**src/rtl/link_writeline_fifo.sv**
```systemverilog
// Writeline queue between a do/done requester and a do/done memory side; DEPTH entries, head payload driven from storage.
// Optional hazard address compare against all occupied entries when LINK_WRITELINE_HAZARD_EN is defined.
module link_writeline_fifo #(
  parameter int ADDR_W = 32,
  parameter int LINE_W = 128,
  parameter int DEPTH  = 4
) (
  input  logic                       clk,
  input  logic                       rst_n,
  input  logic                       req_writeline_do,
  output logic                       req_writeline_done,
  input  logic [ADDR_W-1:0]          req_writeline_address,
  input  logic [LINE_W-1:0]          req_writeline_line,
  output logic                       resp_writeline_do,
  input  logic                       resp_writeline_done,
  output logic [ADDR_W-1:0]          resp_writeline_address,
  output logic [LINE_W-1:0]          resp_writeline_line,
  output logic [$clog2(DEPTH):0]     fifo_count,
  output logic                       fifo_full,
`ifdef LINK_WRITELINE_HAZARD_EN
  input  logic [ADDR_W-1:0]          hazard_address,
  output logic                       hazard_match,
`endif
  output logic                       fifo_empty
);

  localparam int PTR_W = $clog2(DEPTH);
  localparam int CNT_W = PTR_W + 1;

  logic [ADDR_W-1:0] addr_mem_q [DEPTH];
  logic [LINE_W-1:0] line_mem_q [DEPTH];

  logic [PTR_W-1:0] head_q, head_d;
  logic [PTR_W-1:0] tail_q, tail_d;
  logic [CNT_W-1:0] count_q, count_d;
  logic             done_q;
  logic             accept;
  logic             pop;

  assign fifo_count = count_q;
  assign fifo_full  = (count_q == CNT_W'(DEPTH));
  assign fifo_empty = (count_q == '0);

  // The done cycle blocks re-acceptance of the request still held high.
  assign accept = req_writeline_do && !fifo_full && !done_q;
  assign pop    = resp_writeline_done && !fifo_empty;

  always_comb begin
    head_d  = head_q;
    tail_d  = tail_q;
    count_d = count_q + CNT_W'(accept) - CNT_W'(pop);
    if (accept) tail_d = tail_q + 1'b1;
    if (pop)    head_d = head_q + 1'b1;
  end

  always_ff @(posedge clk or negedge rst_n) begin
    if (!rst_n) begin
      head_q  <= '0;
      tail_q  <= '0;
      count_q <= '0;
      done_q  <= 1'b0;
    end else begin
      head_q  <= head_d;
      tail_q  <= tail_d;
      count_q <= count_d;
      done_q  <= accept;
    end
  end

  always_ff @(posedge clk) begin
    if (accept) begin
      addr_mem_q[tail_q] <= req_writeline_address;
      line_mem_q[tail_q] <= req_writeline_line;
    end
  end

  assign req_writeline_done     = done_q;
  assign resp_writeline_do      = !fifo_empty;
  assign resp_writeline_address = addr_mem_q[head_q];
  assign resp_writeline_line    = line_mem_q[head_q];

`ifdef LINK_WRITELINE_HAZARD_EN
  logic [PTR_W-1:0] haz_offs;

  // An entry is occupied when its distance from head is below the count.
  always_comb begin
    hazard_match = 1'b0;
    haz_offs     = '0;
    for (int i = 0; i < DEPTH; i++) begin
      haz_offs = PTR_W'(i) - head_q;
      if (({1'b0, haz_offs} < count_q) &&
          (addr_mem_q[i][ADDR_W-1:4] == hazard_address[ADDR_W-1:4]))
        hazard_match = 1'b1;
    end
  end
`endif

endmodule

```
**config.mk**
```make
export PLATFORM = sky130hd
export DESIGN_NAME = link_writeline_fifo
export DESIGN_NICKNAME = d
export VERILOG_FILES = /design/src/rtl/link_writeline_fifo.sv
export SDC_FILE = /design/constraint.sdc
export NUM_CORES = 1
export LEC_CHECK = 0
export CORE_MARGIN = 3
export CORE_UTILIZATION = 49
export DETAILED_ROUTE_END_ITERATION = 12
export PLACE_DENSITY_LB_ADDON = 0.25
export SLEW_MARGIN = 25
export SYNTH_ARGS = -nofsm -noshare
export SYNTH_HDL_FRONTEND = slang
export SYNTH_SLANG_ARGS = --single-unit
```
**constraint.sdc**
```tcl
create_clock -name clk -period 5.2 [get_ports clk]
set_clock_uncertainty 0.1 [all_clocks]
set_input_delay 1.04 -clock clk [delete_from_list [all_inputs] [get_ports clk]]
set_output_delay 1.04 -clock clk [all_outputs]
set_load 0.02 [all_outputs]
```
==> metrics.md, run 1 <==
| Metric | Value |
|---|---|
| Clock Latency Late Sink | `0.58 ns` |
| Setup crit end kind | `output port` |
| Slowest stage delay, CP | `0.87 ns` |
| GR Layer Usage met3 | `4.73%` |
| Sequential power share | `40.3%` |
| Total CTS buffers | `66` |
| Fmax | `247 MHz` |
| Wire length per cell | `24.2 µm` |
| Worst Tran Pin Value | `0.765 ns` |
| CTS tree | `yes` |
| Initial antenna violation count | `5` |
| Sw power | `5140 µW` |
| Pre-CTS setup slack | `1.55 ns` |
| Overflow left after global routing | `0` |
| Area grow syn2layout | `26.1%` |
| Crit path DAT | `2.91 ns` |
| Post-synthesis cell count | `873` |
| Share of layout cells above drive strength 1 | `20.7%` |
| Buf+Inv Stages, Crit Path | `2` |
| Crit share post-route | `77.8%` |
| Busiest grt layer | `met2` |
| Maxcap violations | `0` |
| Count of pins over their slew limit | `0` |
| Min cycle time layout | `4.05 ns` |
| Lkg Pwr | `0.00947 µW` |
| Seq/Total Area, Yosys | `82.6%` |
| Die Span X | `225 µm` |
| Reg clk slew, reported paths | `0.06 ns` |
| RSZ-0062 raised after global routing | `false` |
| Final WL | `46200 µm` |
| Port Buffers | `330` |
| Total of fill cells in the finished design | `3087` |
| Relative slew slack | `49.0%` |
| Status | `finished, final reports clean` |
| Design Area, Final | `29600 µm²` |
| Worst-path maximum fanout | `59` |
| CP cell instances | `buf_12 > mux4_2 > clkdlybuf4s50_1` |
| Clk pwr share | `25.0%` |
| Die footprint | `50600 µm²` |
| CTS Hold Bufs | `0` |
| Initial DRT Pass Iterations | `4` |
| Fin. Hold Viols | `0` |
| Reg area | `19400 µm²` |
| Met1 Track Usage GR | `25.8%` |
| Sw frac | `29.9%` |
| Drc violations | `0` |
| Number of diodes | `0` |
| Gpl congestion | `0.756` |
| Number of global-route vias before repair | `11171` |
| Netlist cell types | `17` |
| Crit path max-delay family | `buffers and inverters` |
| Largest net degree at the start of global routing | `83` |
| Final setup violation count | `0` |
| Cell Int Power | `12000 µW` |
| First-pass GRT wire length | `69100 µm` |
| PwrDens | `580 nW/µm²` |
| # rows | `79` |
| M2 GR Usage | `29.1%` |
| Setup TNS | `0 ns` |
| Die H | `225 µm` |
| Cell taking the most area after synthesis | `edfxtp_1` |
| CP max-delay cell | `dfrtp_4` |
| Hold Path Class | `flop to flop` |
| Multi-input gate area | `3830 µm²` |
| Top cells by area, synth | `edfxtp_1 82%, mux4_2 15%, dfrtp_1 0.85%, buf_6 0.48%, buf_2 0.40%` |
| Post-DR vias/cell | `5.54` |
| Critical Path Source Type | `flop` |
| Combinational fraction of design power | `34.7%` |
| Max VDD drop | `0.453 mV` |
| Placed cell areas | `27700 µm²` |
| Clock Tree Buf Depth | `3` |
| Crit Path Category | `flop to output port` |
| Yosys warnings | `0` |
| Synth Register Bits | `648` |
| Final ANT Viol Nets | `0` |
| Syn Std Cell Area | `23500 µm²` |
| Area share of the largest cell type after synthesis | `81.8%` |
| Post-CTS setup buffer count | `0` |
| Initial DRC Count | `791` |
| Synthesized area per cell | `26.9 µm²` |
| Crit path required time | `4.06 ns` |
| GRT Util Overall | `18.5%` |
| Max H-tree Level | `3` |
| Worst setup margin | `1.15 ns` |
| Core area | `47000 µm²` |
| CTS root buf | `clkbuf_16` |
| TritonCTS sink count | `648` |
| Initial Util | `50.0%` |
| Register-to-register setup slack | `2.53 ns` |
| PostCTS Resize Cnt | `0` |
| Syn nets | `1044` |
| Post-DP HPWL | `27900 µm` |
| Total number of vias | `10585` |
| I/O pin count | `331` |
| Fin nets | `1428` |
power by group through the flow:
stage          registers (µW)  logic (µW)  clock network, µW
2_1_floorplan            6970        3540                  0
3_3_place_gp             6990        6080                  0
3_5_place_dp             7050        6080                  0
4_1_cts                  6950        6110               4410
5_1_grt                  7000        6290               4630
6_report                 6930        5960               4300
cells in the final DEF (no fill, tap or decap), drive strengths merged:
cell,count
nand3,1
and2,5
clkinvlp,2
fa,1
edfxtp,640
clkdlybuf4s50,330
xnor2,4
clkbuf,91
clkinv,19
inv,8
buf,22
mux4,160
xor2,1
dfrtp,8
ha,6
nor3b,2
mux2,1
or3,1
cell type report:
class                           instances  share of cell area (%)
Inverter                                7                  0.0887
Sequential cell                       648                    65.6
Clock inverter                         22                   0.338
Multi-Input combinational cell        182                    12.9
Tap cell                              607                    2.56
Clock buffer                           91                    6.29
Timing Repair Buffer                  352                    12.2
cell usage after synthesis:
library cell / count
edfxtp_1: 640
mux4_2: 160
buf_2: 19
buf_6: 10
dfrtp_1: 8
clkbuf_1: 7
inv_1: 7
ha_1: 6
and2_1: 5
xnor2_1: 4
fa_1: 1
mux2_2: 1
nand3_1: 1
nor3b_1: 1
nor3b_2: 1
or3_1: 1
xor2_1: 1
layer usage:
metal	routed length, µm	share of wire, %	vias to the layer above
li1	-	-	4570
met1	19200	42	5590
met2	22900	50	344
met3	3070	6.6	71
met4	982	2.1	10
met5	59	0.13	-
registers in the layout (all words and copies together), names as in the netlist:
register / count
line_mem_q: 512
addr_mem_q: 128
fifo_count: 3
head_q: 2
tail_q: 2
req_writeline_done: 1
metrics by stage:
| stage | power [µW] | hold slack, ns | util, % | std cells |
|---|---|---|---|---|
| 3_5_place_dp | 13100 | 0.416 | 58.9 | 1796 |
| 5_1_grt | 17900 | 0.463 | 63.1 | 1909 |
| 6_report | 17200 | 0.422 | 63.1 | 1909 |
| 4_1_cts | 17500 | 0.425 | 63.1 | 1909 |
| 2_1_floorplan | 10500 | 0.434 | - | 873 |
| 3_3_place_gp | 13100 | 0.405 | 58.9 | 1796 |
worst paths after layout:
path	start	end	cells after the start
max	head_q[1]	resp_writeline_line[63]	3
min	req_writeline_done	req_writeline_done	1
max reg2reg	fifo_count[2]	line_mem_q[2][100]	4
min reg2reg	req_writeline_done	req_writeline_done	1
max in group asynchronous	rst_n	head_q[0]	1
min in group asynchronous	rst_n	req_writeline_done	1
logic make-up (layout without fill, tap and decap cells):
logic type / Yosys count / in the layout / synth area share [%]
flip-flops: 648 / 648 / 82.6
AND/OR/NAND/NOR: 9 / 9 / 0.266
buffers and inverters: 43 / 472 / 1.11
adder cells (fa/ha/maj): 7 / 7 / 0.405
multiplexers: 161 / 161 / 15.4
XOR/XNOR: 5 / 5 / 0.186
worst reg2reg max path, stage by stage, from the launching register on:
cell and delay, ns:
dfrtp_1 0.41, nor3b_1 0.18, nor3b_2 0.46, and2_4 0.73, buf_4 0.45
No activity file was read; power rests on OpenSTA's default activity.
==> run 2: changes to the inputs <==
clock period = 3.7 ns   (was 5.2 ns; I/O delays follow)
==> run 2 against run 1 <==
Net effect: core utilization increased by 0.45 points; count of clock-buffer cells in the layout decreased by 3; routed wire length decreased by 0.62%; sequential power increased by 40%; clock power increased by 45%; via count decreased by 1.7%; cell count increased by 0.73%; final area increased by 0.72%; power increased by 42%; sequential cell count unchanged.
==> metrics.md, run 2 (same netlist as run 1, synthesis figures left out) <==
| Metric | Value |
|---|---|
| Status | `finished, final reports clean` |
| Port Buffers | `330` |
| Total CTS buffers | `66` |
| Worst setup path startpoint | `head_q[0]` |
| TritonCTS sink count | `648` |
| Most common cell after layout, fill and taps aside | `edfxtp_1` |
| Crit path required time | `2.86 ns` |
| Gpl congestion | `0.712` |
| Relative slew slack | `42.8%` |
| Initial DRT Pass Iterations | `4` |
| Critical Path Source Type | `flop` |
| Wire length per cell | `23.9 µm` |
| CTS tree | `yes` |
| Maxcap violations | `0` |
| Share of layout cells above drive strength 1 | `21.6%` |
| CTS root buf | `clkbuf_16` |
| Initial DRC Count | `711` |
| Design Area, Final | `29800 µm²` |
| Initial antenna violation count | `6` |
| Die footprint | `50600 µm²` |
| Clock Latency Late Sink | `0.57 ns` |
| Worst-path maximum fanout | `40` |
| Crit share post-route | `95.7%` |
| Overflow left after global routing | `0` |
| Die Span X | `225 µm` |
| Max VDD drop | `0.840 mV` |
| Die H | `225 µm` |
| Min cycle time layout | `3.54 ns` |
| Post-DR vias/cell | `5.41` |
| Crit path DAT | `2.70 ns` |
| CP max-delay cell | `dfrtp_4` |
| Max H-tree Level | `3` |
| Drc violations | `0` |
| R2R Path Start | `fifo_count[1]` |
| Crit Path Category | `flop to output port` |
| Hold Path Class | `input pin to async pin` |
| CP cell instances | `buf_16 > mux4_2 > clkdlybuf4s50_1` |
| Reg clk slew, reported paths | `0.06 ns` |
| Count of pins over their slew limit | `0` |
| Total of fill cells in the finished design | `3122` |
| Setup crit end kind | `output port` |
| Core area | `47000 µm²` |
| Slowest stage delay, CP | `0.62 ns` |
| Commonest cells after routing, fill and taps aside | `640 x edfxtp_1, 330 x clkdlybuf4s50_1, 160 x mux4_2` |
| Final WL | `45900 µm` |
| Lkg Pwr | `0.00958 µW` |
| Fin nets | `1434` |
| Biggest register | `line_mem_q` |
| Fin util | `63.5%` |
| Final ANT Viol Nets | `0` |
| Total number of vias | `10401` |
| Fmax | `282 MHz` |
| # rows | `79` |
| Placed cell areas | `27800 µm²` |
| Hold WS | `0.369 ns` |
| Largest net degree at the start of global routing | `108` |
| Number of global-route vias before repair | `11261` |
| Final setup violation count | `0` |
| Setup TNS | `0 ns` |
| Area grow syn2layout | `27.0%` |
| First-pass GRT wire length | `69600 µm` |
| PwrDens | `820 nW/µm²` |
| I/O pin count | `331` |
| GRT Util Overall | `18.5%` |
| Initial Util | `50.0%` |
| Max reg flops | `512` |
| RSZ-0062 raised after global routing | `false` |
| Clock Tree Buf Depth | `3` |
| Post-DP HPWL | `27500 µm` |
| Worst Tran Pin Value | `0.858 ns` |
| Fin. Hold Viols | `0` |
==> run 2: report_power, final <==
part / total (µW) / internal (µW) / switching [µW]
clock: 6250 / 3690 / 2560
sequential: 9670 / 9380 / 287
combinational: 8540 / 4150 / 4390
==> run 2: per-layer routing <==
metal	GRT usage, %	vias to the layer above	part of all wire, %
li1	-	4583	-
met1	24.5	5475	40
met2	29.7	276	50
met3	5.82	63	7.8
met4	6.50	4	2.1
met5	0	-	0.057
==> run 2: cell type report <==
| class | instances | area [µm²] | area share (%) |
|---|---|---|---|
| clock inverters | 29 | 249 | 0.835 |
| clock buffers | 88 | 1800 | 6.02 |
| diodes | 4 | 10.0 | 0.0336 |
| well taps | 607 | 759 | 2.55 |
| flip-flops and latches | 648 | 19400 | 65.1 |
| inverters | 7 | 26.3 | 0.0881 |
| repair buffers | 358 | 3740 | 12.5 |
| multi-input cells | 182 | 3830 | 12.8 |
==> run 2: what timing repair did <==
| action | in CTS | in global routing |
|---|---|---|
| setup endpoints to repair | 12 | 8 |
| cloned | 0 | 0 |
| pin swaps | 0 | 0 |
| gates resized for setup | 1 | 1 |
| setup buffers | 0 | 0 |
| hold buffers | 0 | 0 |
| endpoints found under the hold margin | 0 | 0 |
==> run 2: worst max-delay path, delay by kind of cell (launching register included) <==
family / cells / cell delay (ns)
multiplexers: 1 / 0.55
buffers and inverters: 2 / 0.90
flip-flops: 1 / 0.62
==> run 2: path summary, 6_finish.rpt <==
check / slack, ns / cells after the start / to
min: 0.37 / 1 / req_writeline_done
max in group asynchronous: 2.80 / 1 / head_q[0]
min in group clk: 0.47 / 1 / tail_q[1]
max reg2reg: 1.21 / 8 / fifo_count[2]
min reg2reg: 0.47 / 1 / tail_q[1]
max: 0.16 / 3 / resp_writeline_line[40]
==> run 2: through the flow <==
stage	setup WS [ns]	cells	power (µW)
CTS	0.0323	1919	24900
global route	0.00495	1922	25500
floorplan	0.0293	873	14800
global placement	0.617	1802	18500
detailed placement	0.595	1802	18500
finish	0.159	1923	24500
==> run 3: changes to the inputs <==
CORE_MARGIN = not set   (was 3)
==> run 3 against run 2 <==
Net effect: routed wire length rose by 0.80%; power rose by 1.5%; sequential share of layout area fell by 0.86 points; non-clock buffer count rose by 27; register-to-register slack got worse by 0.08 ns; via count rose by 3.0%; critical endpoint is now resp_writeline_line[10].
==> metrics.md, run 3 (same netlist as run 1, synthesis figures left out) <==
| Metric | Value |
|---|---|
| Crit path DAT | `2.66 ns` |
| PostCTS Resize Cnt | `0` |
| Core area | `47000 µm²` |
| Drc violations | `0` |
| Initial DRC Count | `722` |
| Wire length per cell | `23.6 µm` |
| CTS tree | `yes` |
| CP Capture Point | `resp_writeline_line[10]` |
| Largest net degree at the start of global routing | `61` |
| Worst r2r dst | `fifo_count[2]` |
| Buf+Inv Stages, Crit Path | `3` |
| PwrDens | `822 nW/µm²` |
| Clock Latency Late Sink | `0.58 ns` |
| Worst-path maximum fanout | `21` |
| TritonCTS sink count | `648` |
| Max H-tree Level | `3` |
| Slowest stage delay, CP | `0.58 ns` |
| Crit Path Category | `flop to output port` |
| Design Area, Final | `30200 µm²` |
| Hold Path Class | `input pin to async pin` |
| Crit share post-route | `94.6%` |
| Die Span X | `221 µm` |
| Crit path required time | `2.86 ns` |
| Final WL | `46200 µm` |
| Final setup violation count | `0` |
| Initial DRT Pass Iterations | `7` |
| Port Buffers | `330` |
| Placed cell areas | `28100 µm²` |
| Gpl congestion | `0.751` |
| Fin. Hold Viols | `0` |
| Critical Path Stages | `4` |
| Final ANT Viol Nets | `0` |
| Fin nets | `1463` |
| Area grow syn2layout | `28.7%` |
| CTS root buf | `clkbuf_16` |
| Worst Tran Pin Value | `0.623 ns` |
| Max reg flops | `512` |
| R2R Path Start | `fifo_count[2]` |
| Clock Tree Buf Depth | `3` |
| # rows | `79` |
| Die footprint | `48800 µm²` |
| Share of layout cells above drive strength 1 | `23.2%` |
| Worst Reg-to-Reg Cells | `9` |
| GRT Util Overall | `19.5%` |
| Initial antenna violation count | `6` |
| CP max-delay cell | `clkdlybuf4s50_1` |
| Number of global-route vias before repair | `11360` |
| Worst setup path startpoint | `head_q[0]` |
| Total CTS buffers | `68` |
| Total of fill cells in the finished design | `3064` |
| Most frequent CP cell | `buf_12` |
| Min cycle time layout | `3.50 ns` |
| First-pass GRT wire length | `70600 µm` |
| CP cell instances | `buf_12 > buf_12 > mux4_2 > clkdlybuf4s50_1` |
| Die H | `221 µm` |
| Post-DP HPWL | `28900 µm` |
| Fmax | `286 MHz` |
| Max VDD drop | `0.581 mV` |
| Most common cell after layout, fill and taps aside | `edfxtp_1` |
| Total number of vias | `10716` |
| Setup TNS | `0 ns` |
| Reg clk slew, reported paths | `0.06 ns` |
| Count of pins over their slew limit | `0` |
| Biggest register | `line_mem_q` |
| Relative slew slack | `58.5%` |
| Overflow left after global routing | `0` |
| I/O pin count | `331` |
| Multi-input gate area | `3830 µm²` |
| Tot Pwr | `24800 µW` |
| RSZ-0062 raised after global routing | `false` |
| Maxcap violations | `0` |
| Initial Util | `50.0%` |
| Register-to-register setup slack | `1.13 ns` |
| Post-DR vias/cell | `5.48` |
| Critical Path Source Type | `flop` |
| Commonest cells after routing, fill and taps aside | `640 x edfxtp_1, 330 x clkdlybuf4s50_1, 160 x mux4_2` |
| Lkg Pwr | `0.00977 µW` |
| Setup crit end kind | `output port` |
| Reg area | `19400 µm²` |
| Crit path max-delay family | `buffers and inverters` |
| Status | `finished, final reports clean` |
## run 3: changes by cell type in the layout (fill, tap and decap cells not counted), moves of 3 or more
| cell | before | now |
|---|---|---|
| buf_12 | 16 | 29 |
| buf_4 | 10 | 26 |
| clkinv_1 | 12 | 19 |
| clkinv_2 | 10 | 7 |
| inv_6 | 1 | 5 |
## run 3: metrics by stage
| stage | instances | setup slack [ns] | utilization (%) | hold slack (ns) |
|---|---|---|---|---|
| 2_1_floorplan | 873 | 0.0293 | - | 0.344 |
| 3_3_place_gp | 1824 | 0.583 | 59.8 | 0.408 |
| 3_5_place_dp | 1824 | 0.508 | 59.8 | 0.417 |
| 4_1_cts | 1949 | 0.0167 | 64.3 | 0.308 |
| 5_1_grt | 1955 | 0.0661 | 64.4 | 0.343 |
| 6_report | 1957 | 0.201 | 64.4 | 0.343 |
## run 3: final cells by class
cell class | count | share of cell area, %
multi-input combinational | 182 | 12.7
antenna | 3 | 0.0248
tap | 607 | 2.51
timing repair buffer | 385 | 13.5
sequential | 648 | 64.3
inverter | 7 | 0.0869
clock buffer | 86 | 5.99
clock inverter | 39 | 0.969
## run 3: where the power goes
group | internal (µW) | leakage (µW) | switching, µW | total (µW)
Combinational | 4350 | 0.00283 | 4430 | 8780
Clock | 3700 | 0.00103 | 2670 | 6370
Sequential | 9380 | 0.00592 | 313 | 9690
Total | 17400 | 0.00977 | 7410 | 24800
## run 3: what timing repair did
| action | in CTS | in global routing |
|---|---|---|
| endpoints found under the setup margin | 0 | 18 |
| hold buffers | 0 | 0 |
| buffers inserted | 0 | 5 |
## run 3: how the worst min path moves through the flow
stage | cells after the start | startpoint | to
2_1_floorplan | 0 | rst_n | fifo_count[0]
3_3_place_gp | 1 | req_writeline_done | req_writeline_done
3_5_place_dp | 1 | req_writeline_done | req_writeline_done
4_1_cts | 1 | rst_n | fifo_count[0]
5_1_grt | 1 | rst_n | fifo_count[2]
6_report | 1 | rst_n | fifo_count[0]
## run 3: routing by layer
metal  GRT usage [%]  vias to the layer above  part of all wire [%]
met5               0                        -                 0.080
met4            7.04                        6                   2.0
met1            26.1                     5716                    42
met2            30.9                      278                    49
li1                -                     4653                     -
met3            5.44                       63                   6.7
